**src/rtl/axi_lite_fifo_bridge.sv**
```systemverilog
// AXI4-Lite slave exposing a synchronous FIFO as CONTROL / DATA_IN / DATA_OUT / STATUS registers.
// Pushes execute when both AW and W beats are held; pops execute on the AR handshake.
module axi_lite_fifo_bridge #(
    parameter int C_S_AXI_DATA_WIDTH = 32,
    parameter int C_S_AXI_ADDR_WIDTH = 4,
    parameter int FIFO_WIDTH         = 8,
    parameter int FIFO_DEPTH         = 16,
    parameter int AF_THRESH          = 12
) (
    input  logic                            s_axi_aclk,
    input  logic                            s_axi_areset,
    input  logic [C_S_AXI_ADDR_WIDTH-1:0]   s_axi_awaddr,
    input  logic                            s_axi_awvalid,
    output logic                            s_axi_awready,
    input  logic [C_S_AXI_DATA_WIDTH-1:0]   s_axi_wdata,
    input  logic [C_S_AXI_DATA_WIDTH/8-1:0] s_axi_wstrb,
    input  logic                            s_axi_wvalid,
    output logic                            s_axi_wready,
    output logic [1:0]                      s_axi_bresp,
    output logic                            s_axi_bvalid,
    input  logic                            s_axi_bready,
    input  logic [C_S_AXI_ADDR_WIDTH-1:0]   s_axi_araddr,
    input  logic                            s_axi_arvalid,
    output logic                            s_axi_arready,
    output logic [C_S_AXI_DATA_WIDTH-1:0]   s_axi_rdata,
    output logic [1:0]                      s_axi_rresp,
    output logic                            s_axi_rvalid,
    input  logic                            s_axi_rready,
    output logic                            irq
);

    localparam int DW    = C_S_AXI_DATA_WIDTH;
    localparam int PTR_W = (FIFO_DEPTH > 1) ? $clog2(FIFO_DEPTH) : 1;
    localparam int CNT_W = $clog2(FIFO_DEPTH + 1);

    localparam logic [1:0] RESP_OKAY   = 2'b00;
    localparam logic [1:0] RESP_SLVERR = 2'b10;

    typedef enum logic [1:0] {
        REG_CONTROL  = 2'd0,
        REG_DATA_IN  = 2'd1,
        REG_DATA_OUT = 2'd2,
        REG_STATUS   = 2'd3
    } reg_sel_e;

    // Handshake rule: a beat transfers on the rising edge where valid and ready are both 1;
    // a source holds valid and payload stable until then.

    logic                  r_awready;
    logic                  r_wready;
    logic                  r_aw_full;
    logic                  r_w_full;
    reg_sel_e              r_aw_sel;
    logic [DW-1:0]         r_wdata;
    logic                  r_wstrb0;
    logic                  r_bvalid;
    logic [1:0]            r_bresp;

    logic                  r_arready;
    logic                  r_rvalid;
    logic [1:0]            r_rresp;
    logic [DW-1:0]         r_rdata;

    logic                  r_en;
    logic                  r_irq_en;
    logic                  r_ovf;
    logic                  r_unf;

    logic [FIFO_WIDTH-1:0] r_mem [FIFO_DEPTH];
    logic [PTR_W-1:0]      r_wptr;
    logic [PTR_W-1:0]      r_rptr;
    logic [CNT_W-1:0]      r_count;

    logic                  w_aw_hs;
    logic                  w_w_hs;
    logic                  w_b_hs;
    logic                  w_ar_hs;
    logic                  w_r_hs;
    logic                  w_wr_exec;
    logic                  w_aw_full_nxt;
    logic                  w_w_full_nxt;
    logic                  w_bvalid_nxt;
    reg_sel_e              w_ar_sel;
    logic                  w_empty;
    logic                  w_full;
    logic                  w_afull;
    logic                  w_push_req;
    logic                  w_push_ok;
    logic                  w_pop_req;
    logic                  w_pop_ok;
    logic                  w_ovf_set;
    logic                  w_unf_set;
    logic                  w_flush;
    logic                  w_ctrl_wr;
    logic                  w_status_clr;
    logic [1:0]            w_wr_resp;
    logic [DW-1:0]         w_status;
    logic [DW-1:0]         w_head_ext;
    logic [DW-1:0]         w_rd_data;
    logic [1:0]            w_rd_resp;
    logic                  w_unused;

    assign w_aw_hs   = s_axi_awvalid & r_awready;
    assign w_w_hs    = s_axi_wvalid & r_wready;
    assign w_b_hs    = r_bvalid & s_axi_bready;
    assign w_ar_hs   = s_axi_arvalid & r_arready;
    assign w_r_hs    = r_rvalid & s_axi_rready;
    assign w_wr_exec = r_aw_full & r_w_full & ~r_bvalid;

    assign w_aw_full_nxt = (r_aw_full | w_aw_hs) & ~w_wr_exec;
    assign w_w_full_nxt  = (r_w_full | w_w_hs) & ~w_wr_exec;
    assign w_bvalid_nxt  = w_wr_exec | (r_bvalid & ~w_b_hs);

    assign w_ar_sel = reg_sel_e'(s_axi_araddr[3:2]);
    assign w_empty  = (r_count == '0);
    assign w_full   = (r_count == CNT_W'(FIFO_DEPTH));
    assign w_afull  = (r_count >= CNT_W'(AF_THRESH));

    // A pop in the same cycle frees a slot, so a push into a full FIFO still succeeds.
    assign w_pop_req    = w_ar_hs & (w_ar_sel == REG_DATA_OUT);
    assign w_pop_ok     = w_pop_req & r_en & ~w_empty;
    assign w_unf_set    = w_pop_req & r_en & w_empty;
    assign w_push_req   = w_wr_exec & (r_aw_sel == REG_DATA_IN);
    assign w_push_ok    = w_push_req & r_en & (~w_full | w_pop_ok);
    assign w_ovf_set    = w_push_req & r_en & w_full & ~w_pop_ok;
    assign w_ctrl_wr    = w_wr_exec & (r_aw_sel == REG_CONTROL) & r_wstrb0;
    assign w_flush      = w_ctrl_wr & r_wdata[1];
    assign w_status_clr = w_wr_exec & (r_aw_sel == REG_STATUS);
    assign w_wr_resp    = (w_push_req & ~w_push_ok) ? RESP_SLVERR : RESP_OKAY;

    assign irq = r_irq_en & ~w_empty;

    always_comb begin
        w_status               = '0;
        w_status[0]            = w_empty;
        w_status[1]            = w_full;
        w_status[2]            = w_afull;
        w_status[3]            = r_ovf;
        w_status[4]            = r_unf;
        w_status[8 +: CNT_W]   = r_count;

        w_head_ext                   = '0;
        w_head_ext[FIFO_WIDTH-1:0]   = r_mem[r_rptr];

        w_rd_data = '0;
        w_rd_resp = RESP_OKAY;
        case (w_ar_sel)
            REG_CONTROL: begin
                w_rd_data[0] = r_en;
                w_rd_data[2] = r_irq_en;
            end
            REG_DATA_OUT: begin
                if (w_pop_ok) w_rd_data = w_head_ext;
                else          w_rd_resp = RESP_SLVERR;
            end
            REG_STATUS: w_rd_data = w_status;
            default: ;
        endcase
    end

    always_ff @(posedge s_axi_aclk) begin
        if (s_axi_areset) begin
            r_awready <= 1'b0;
            r_wready  <= 1'b0;
            r_aw_full <= 1'b0;
            r_w_full  <= 1'b0;
            r_aw_sel  <= REG_CONTROL;
            r_wdata   <= '0;
            r_wstrb0  <= 1'b0;
            r_bvalid  <= 1'b0;
            r_bresp   <= RESP_OKAY;
        end else begin
            r_aw_full <= w_aw_full_nxt;
            r_w_full  <= w_w_full_nxt;
            r_awready <= ~w_aw_full_nxt & ~w_bvalid_nxt;
            r_wready  <= ~w_w_full_nxt & ~w_bvalid_nxt;
            r_bvalid  <= w_bvalid_nxt;
            if (w_aw_hs) r_aw_sel <= reg_sel_e'(s_axi_awaddr[3:2]);
            if (w_w_hs) begin
                r_wdata  <= s_axi_wdata;
                r_wstrb0 <= s_axi_wstrb[0];
            end
            if (w_wr_exec) r_bresp <= w_wr_resp;
        end
    end

    always_ff @(posedge s_axi_aclk) begin
        if (s_axi_areset) begin
            r_arready <= 1'b0;
            r_rvalid  <= 1'b0;
            r_rresp   <= RESP_OKAY;
            r_rdata   <= '0;
        end else begin
            r_arready <= ~(w_ar_hs | (r_rvalid & ~w_r_hs));
            if (w_ar_hs) begin
                r_rvalid <= 1'b1;
                r_rdata  <= w_rd_data;
                r_rresp  <= w_rd_resp;
            end else if (w_r_hs) begin
                r_rvalid <= 1'b0;
            end
        end
    end

    // Set wins over a same-cycle W1C so an error event is never silently lost.
    always_ff @(posedge s_axi_aclk) begin
        if (s_axi_areset) begin
            r_en     <= 1'b0;
            r_irq_en <= 1'b0;
            r_ovf    <= 1'b0;
            r_unf    <= 1'b0;
        end else begin
            if (w_ctrl_wr) begin
                r_en     <= r_wdata[0];
                r_irq_en <= r_wdata[2];
            end
            if (w_ovf_set)                      r_ovf <= 1'b1;
            else if (w_status_clr & r_wdata[3]) r_ovf <= 1'b0;
            if (w_unf_set)                      r_unf <= 1'b1;
            else if (w_status_clr & r_wdata[4]) r_unf <= 1'b0;
        end
    end

    always_ff @(posedge s_axi_aclk) begin
        if (s_axi_areset) begin
            r_wptr  <= '0;
            r_rptr  <= '0;
            r_count <= '0;
        end else if (w_flush) begin
            r_wptr  <= '0;
            r_rptr  <= '0;
            r_count <= '0;
        end else begin
            if (w_push_ok) r_wptr <= r_wptr + PTR_W'(1);
            if (w_pop_ok)  r_rptr <= r_rptr + PTR_W'(1);
            case ({w_push_ok, w_pop_ok})
                2'b10:   r_count <= r_count + CNT_W'(1);
                2'b01:   r_count <= r_count - CNT_W'(1);
                default: r_count <= r_count;
            endcase
        end
    end

    always_ff @(posedge s_axi_aclk) begin
        if (w_push_ok) r_mem[r_wptr] <= r_wdata[FIFO_WIDTH-1:0];
    end

    assign s_axi_awready = r_awready;
    assign s_axi_wready  = r_wready;
    assign s_axi_bvalid  = r_bvalid;
    assign s_axi_bresp   = r_bresp;
    assign s_axi_arready = r_arready;
    assign s_axi_rvalid  = r_rvalid;
    assign s_axi_rresp   = r_rresp;
    assign s_axi_rdata   = r_rdata;

    assign w_unused = ^{s_axi_awaddr[1:0], s_axi_araddr[1:0], s_axi_wstrb, r_wdata};

endmodule

```
**config.mk**
```make
export PLATFORM = sky130hd
export DESIGN_NAME = axi_lite_fifo_bridge
export DESIGN_NICKNAME = d
export VERILOG_FILES = /design/src/rtl/axi_lite_fifo_bridge.sv
export SDC_FILE = /design/constraint.sdc
export NUM_CORES = 1
export LEC_CHECK = 0
export BUFFER_PORTS_ARGS = -buffer_cell sky130_fd_sc_hd__buf_4
export CAP_MARGIN = 5
export CORE_ASPECT_RATIO = 1.75
export CORE_MARGIN = 2
export CORE_UTILIZATION = 44
export DETAILED_ROUTE_END_ITERATION = 10
export GPL_TIMING_DRIVEN = 1
export HOLD_SLACK_MARGIN = 0.05
export PLACE_DENSITY_LB_ADDON = 0.2
export SYNTH_ARGS = -nofsm -noshare
export SYNTH_HDL_FRONTEND = slang
export SYNTH_SLANG_ARGS = --single-unit
```
**constraint.sdc**
```tcl
create_clock -name s_axi_aclk -period 3.1 [get_ports s_axi_aclk]
set_input_delay 0.155 -clock s_axi_aclk [delete_from_list [all_inputs] [get_ports s_axi_aclk]]
set_output_delay 0.155 -clock s_axi_aclk [all_outputs]
set_load 0.01 [all_outputs]
```
## Word level (Yosys, flattened, before mapping)

Memory sizes are Yosys's and may differ from the RTL's. A register that Yosys moved wholly into a read port is not among the register bits.
Index checks and enable logic that the tools add are counted.

- Flip-flop bits (word level): 71
- Bits in writable memories: 128
- Word-level logic and storage cells: 107
- Memories: 1

- Add/subtract/negate cells: 4
- $lt $le $gt $ge: 1
- Equal/unequal tests: 7
- Multiplexer cells: 19
- Bitwise operators: 47
- Reduce and logical (&&, ||, !) cells: 8

Memories:

| memory | words | bits a word | rd ports | clocked after memory_dff | write ports | line | source |
|---|---|---|---|---|---|---|---|
| r_mem | 16 | 8 | 1 | 1 | 1 | 69 | `logic [FIFO_WIDTH-1:0] r_mem [FIFO_DEPTH];` |

Operator list:

| cell | number |
|---|---|
| case mux 29 bit (2 select lines) | 1 |
| bitwise AND 1 bit | 30 |
| NOT 1 bit | 12 |
| case mux 5 bit (2 select lines) | 1 |
| adder 4 x 1 -> 4 bit, second input constant | 2 |
| == test 2 bit, second input constant | 4 |
| two-way mux 1 bit | 8 |
| two-way mux 4 bit | 2 |
| two-way mux 8 bit | 1 |
| nonzero test 2 bit | 4 |
| two-way mux 2 bit | 3 |
| case mux 1 bit (3 select lines) | 2 |
| adder 5 x 1 -> 5 bit, second input constant | 1 |
| == test 5 bit, second input constant | 1 |
| greater-or-equal comparator 5 x 4 -> 1 bit, second input constant | 1 |
| logical NOT 5 bit | 1 |
| OR 1 bit | 5 |
| subtractor 5 x 1 -> 5 bit, second input constant | 1 |
| == test 2 x 1 -> 1 bit, second input constant | 2 |
| logical NOT 2 bit | 2 |
| case mux 1 bit (2 select lines) | 1 |
| OR reduction 2 bit | 1 |

## Depth between registers and ports, before layout

- Depth after elaboration: 9
- Mapped depth: 15
- Gate-level depth less buffers: 12

## Least setup slack after synthesis

OpenSTA, ideal clock, no wires.

- Path kind: reg2reg
- From: register r_count[1]
- To: register r_count[4]
- Setup time: 0.122 ns
- Arrival time: 2.780 ns
- Path slack: 0.198 ns
- Stages on the path, launching flop included: 16
- Path buffers: 3
- Period minus slack after synthesis: 2.902 ns
- Path through: dfxtp_1 -> buf_2 -> nor4_4 -> o211ai_1 -> and2_1 -> buf_6 -> clkinv_2 -> ha_1 -> clkbuf_1 -> xor2_1 -> ha_1 -> a21oi_1 -> o22ai_1 -> a222oi_1 -> or3_1 -> a21oi_1

- Cells in the longest elaborated chain, start to end: 7
- Elaborated cells between the ends (all ways): 13

Ends and longest elaborated chain:

| item | line | source |
|---|---|---|
| start: declaration | 72 | `logic [CNT_W-1:0] r_count;` |
| start signal: assignment | 237 | `2'b10: r_count <= r_count + CNT_W'(1);` |
| start signal: assignment | 238 | `2'b01: r_count <= r_count - CNT_W'(1);` |
| start signal: assignment | 239 | `default: r_count <= r_count;` |
| logical NOT 5 bit | 115 | `assign w_empty = (r_count == '0);` |
| NOT 1 bit | 121 | `assign w_pop_ok = w_pop_req & r_en & ~w_empty;` |
| bitwise AND 1 bit | 121 |  |
| OR 1 bit | 124 | `assign w_push_ok = w_push_req & r_en & (~w_full \| w_pop_ok);` |
| bitwise AND 1 bit | 124 |  |
| == test 2 x 1 -> 1 bit or == test 2 bit (tied branches) | 236 | `case ({w_push_ok, w_pop_ok})` |
| case mux 5 bit (2 select lines) or nonzero test 2 bit (tied branches) | - |  |

Several ways; a longest one is shown, not always the timed one.
A chain may end at the register's enable or synchronous reset.

## Worst setup path in the final report

- From: register r_count[3]
- To: register r_count[4]

Same word-level chain as after synthesis.

==> flow_summary.ini <==
[drt]
wl_um = 15730
viasPerCell = 5.176
drtAntennaViolNets = 0
dr_total_vias = 4275
detail_route.iter0.violations = 346
first_pass_iters = 4
wl_per_cell_um = 19.04
drc_errors = 0

[sta]
rsz0062_at_grt = no
period_minus_slack_ns = 2.855
tightest_slew_ns = 0.7803
period_share_pct = 92.10
maxSlewHeadroom_pct = 47.79
whs_ns = 0.07312
drv_slew = 0
finalHoldViolations = 0
max_freq_mhz = 350.2
fin_setup_tns_ns = 0
finClkSkew_ns = 0.008756
setup_violations = 0
setup_slack_ns = 0.2448

[global_routing]
grt_start_max_net_pins = 38
met1_usage_pct = 19.74
antenna_found_initial = 0
grt_overflow = 0
grt_pass1_vias = 4440
grt_pass1_wl_um = 24560
top_usage_layer = met2
use_met2_pct = 37.31
grt_use_met3_pct = 3.263
grtUsageTotal_pct = 18.95

[power_and_ir_drop]
p_per_area_mw_per_mm2 = 580.0
ir_drop_mv = 0.4432
p_leak_nw = 3.133
power.total_mw = 5.099

[synth]
synth.distinct_cells = 51
synth_compound_area_share_pct = 5.667
yosys.area_share.simple_pct = 10.04
netlist_area_mm2 = 0.007375
synthAdderAreaFrac_pct = 1.357
async_reset_ff_share_pct = 0
synthMuxAreaShare_pct = 10.32
synth-seq-area-share_pct = 66.78
synth_flop_cell = edfxtp_1
synth_cells = 511
synth_top_family_by_area = multiplexers
synth_edf_count = 128
yosysMostFrequentCell = edfxtp_1
yosysTopAreaCell = edfxtp_1
synth_area_leaders = edfxtp_1 (52%), dfxtp_1 (15%), mux4_2 (9.8%), buf_4 (2.3%), nor2_1 (2.3%)
yosys.area_share.xor_xnor_pct = 1.188
synth_common_cells = edfxtp_1 (128), dfxtp_1 (54), nor2_1 (46)
syn_area_per_cell_um2 = 14.43
synth_top_area_share_pct = 52.12
ys_seq_elements = 182
ys_warn_count = 0

[worst_setup_path]
arrival_ns = 3.13
cp_data_required_time_ns = 3.38
crit_top_cell = ha_1
start_kind = flop
crit_chain = nor4_4 -> o211ai_1 -> and2_1 -> clkinv_2 -> ha_1 -> xor2_1 -> ha_1 -> a21oi_2 -> o22ai_1 -> a222oi_1 -> or3_1 -> a21oi_1
cp-end-kind = flop
cp_num_buf_inv = 1
crit_fanout = 4
crit_type = flop to flop
slowest_stage = nor4_4
crit_family = compound AO/OA/AOI/OAI gates
slowest_delay_ns = 0.43

[floorplanning]
dieWidth_um = 101.9
die_area_mm2 = 0.01785
initial_core_util_pct = 44.84
core_mm2 = 0.01645
die_h_um = 175.3
ioPinCount = 93
num_rows = 62

[placed_design]
place_hpwl_um = 11160
gp_congestion = 0.8750
placed_area_mm2 = 0.007958
dp_slack_ns = 0.1260
port_buffers = 40
dp_cells = 776

[clock_tree]
cts.htree.levels = 4
cts_buffer_depth = 2
cts-buffers-inserted = 17
cts-root-buf = clkbuf_16
cts_tree = yes
clkLatencyLatePin_ns = 0.42
clock-sinks = 182
clk_pin_slew_ns = 0.07

[layout]
final_cells = 826
synthToLayoutAreaGrowth_pct = 19.21
final_nets = 648
post-route-util_pct = 53.45
fill_cells = 1398
fin_area_mm2 = 0.008791
n_antenna_cell = 0
drive_above_1_share_pct = 23.92

[hold_path]
hp-class = primary input to flop

[run_status]
outcome = finished, final reports clean

[flow_run]
drv_cap = 0
## flip-flops by register name, indices dropped and copies added, names as in the netlist, 2 cells and up, named ones only
| signal | flops |
|---|---|
| r_count | 5 |
| r_mem | 128 |
| s_axi_rdata | 13 |
| r_rptr | 4 |
| r_wdata | 8 |
| r_aw_sel | 2 |
| r_wptr | 4 |
## kinds of logic (layout without fill, tap and decap cells)
| group | count (synthesis) | in the layout |
|---|---|---|
| fa+ha+maj | 8 | 8 |
| mux | 36 | 36 |
| buf+inv | 56 | 127 |
| simple gates | 157 | 157 |
| xor+xnor | 10 | 10 |
| other cells | 1 | 21 |
| flops | 182 | 182 |
| compound gates | 61 | 61 |
## report_power, final
part	switching, mW	total (mW)	internal (mW)	leakage (nW)
Clock	0.894	2.33	1.44	0.306
Sequential	0.0364	2.65	2.61	1.68
Combinational	0.0653	0.121	0.0557	1.14
Total	0.996	5.10	4.10	3.13
## repair_timing
item / 4_1_cts / 5_1_grt
setup endpoints to repair: 0 / 1
setup buffers: 0 / 1
hold endpoints to repair: 14 / 0
gates resized for setup: 0 / 1
hold buffers: 17 / 0
## cell type report
cell class	instances	area (µm²)	share of cell area (%)
Sequential cell	182	4926	56.03
Clock buffer	17	425.4	4.839
Tap cell	224	280.3	3.188
Inverter	7	27.53	0.3131
Multi-Input combinational cell	293	2190	24.91
Timing Repair Buffer	88	715.7	8.141
Clock inverter	15	226.5	2.576
## worst min-delay path: cells and delay by family
kind / cells / cell delay (ns)
buffers and inverters: 1 / 0.10
AOI/OAI and AO/OA: 1 / 0.07
and+or+nand+nor: 1 / 0.12
## path summary, 6_finish.rpt
path | from | end | slack (ns) | cells past startpoint
setup / recovery | r_count[3] | r_count[4] | 0.24 | 12
hold / removal | s_axi_awvalid | r_aw_full | 0.07 | 3
setup reg to reg | r_count[3] | r_count[4] | 0.24 | 12
hold reg to reg | r_w_full | s_axi_wready | 0.46 | 1
## metal layers
metal	share of wire, %	routed length, µm
met4	1.0	162
met1	36	5644
met3	2.5	391
met2	61	9531
met5	0	0
## layout by cell type, fill, tap and decap left out, drive strengths merged, types with 2 or more instances in the layout
cell and n:
buf 71, nor2 46, dlygate4sd3 17, inv 9
nor2b 8, nand3 23, a211oi 2, conb 21
xor2 7, clkinvlp 4, nand4 3, o21ai 5
and3 2, edfxtp 128, a222oi 3, nand2 45
clkbuf 17, or3 3, and2 6, dfxtp 54
bufinv 5, a22oi 16, mux4 32, a31oi 3
a221oi 2, a21oi 23, xnor2 3, nand2b 4
nor4 2, ha 8, mux2i 4, clkinv 4
nor3 11
Note: power is estimated with default switching activity, not from simulation.
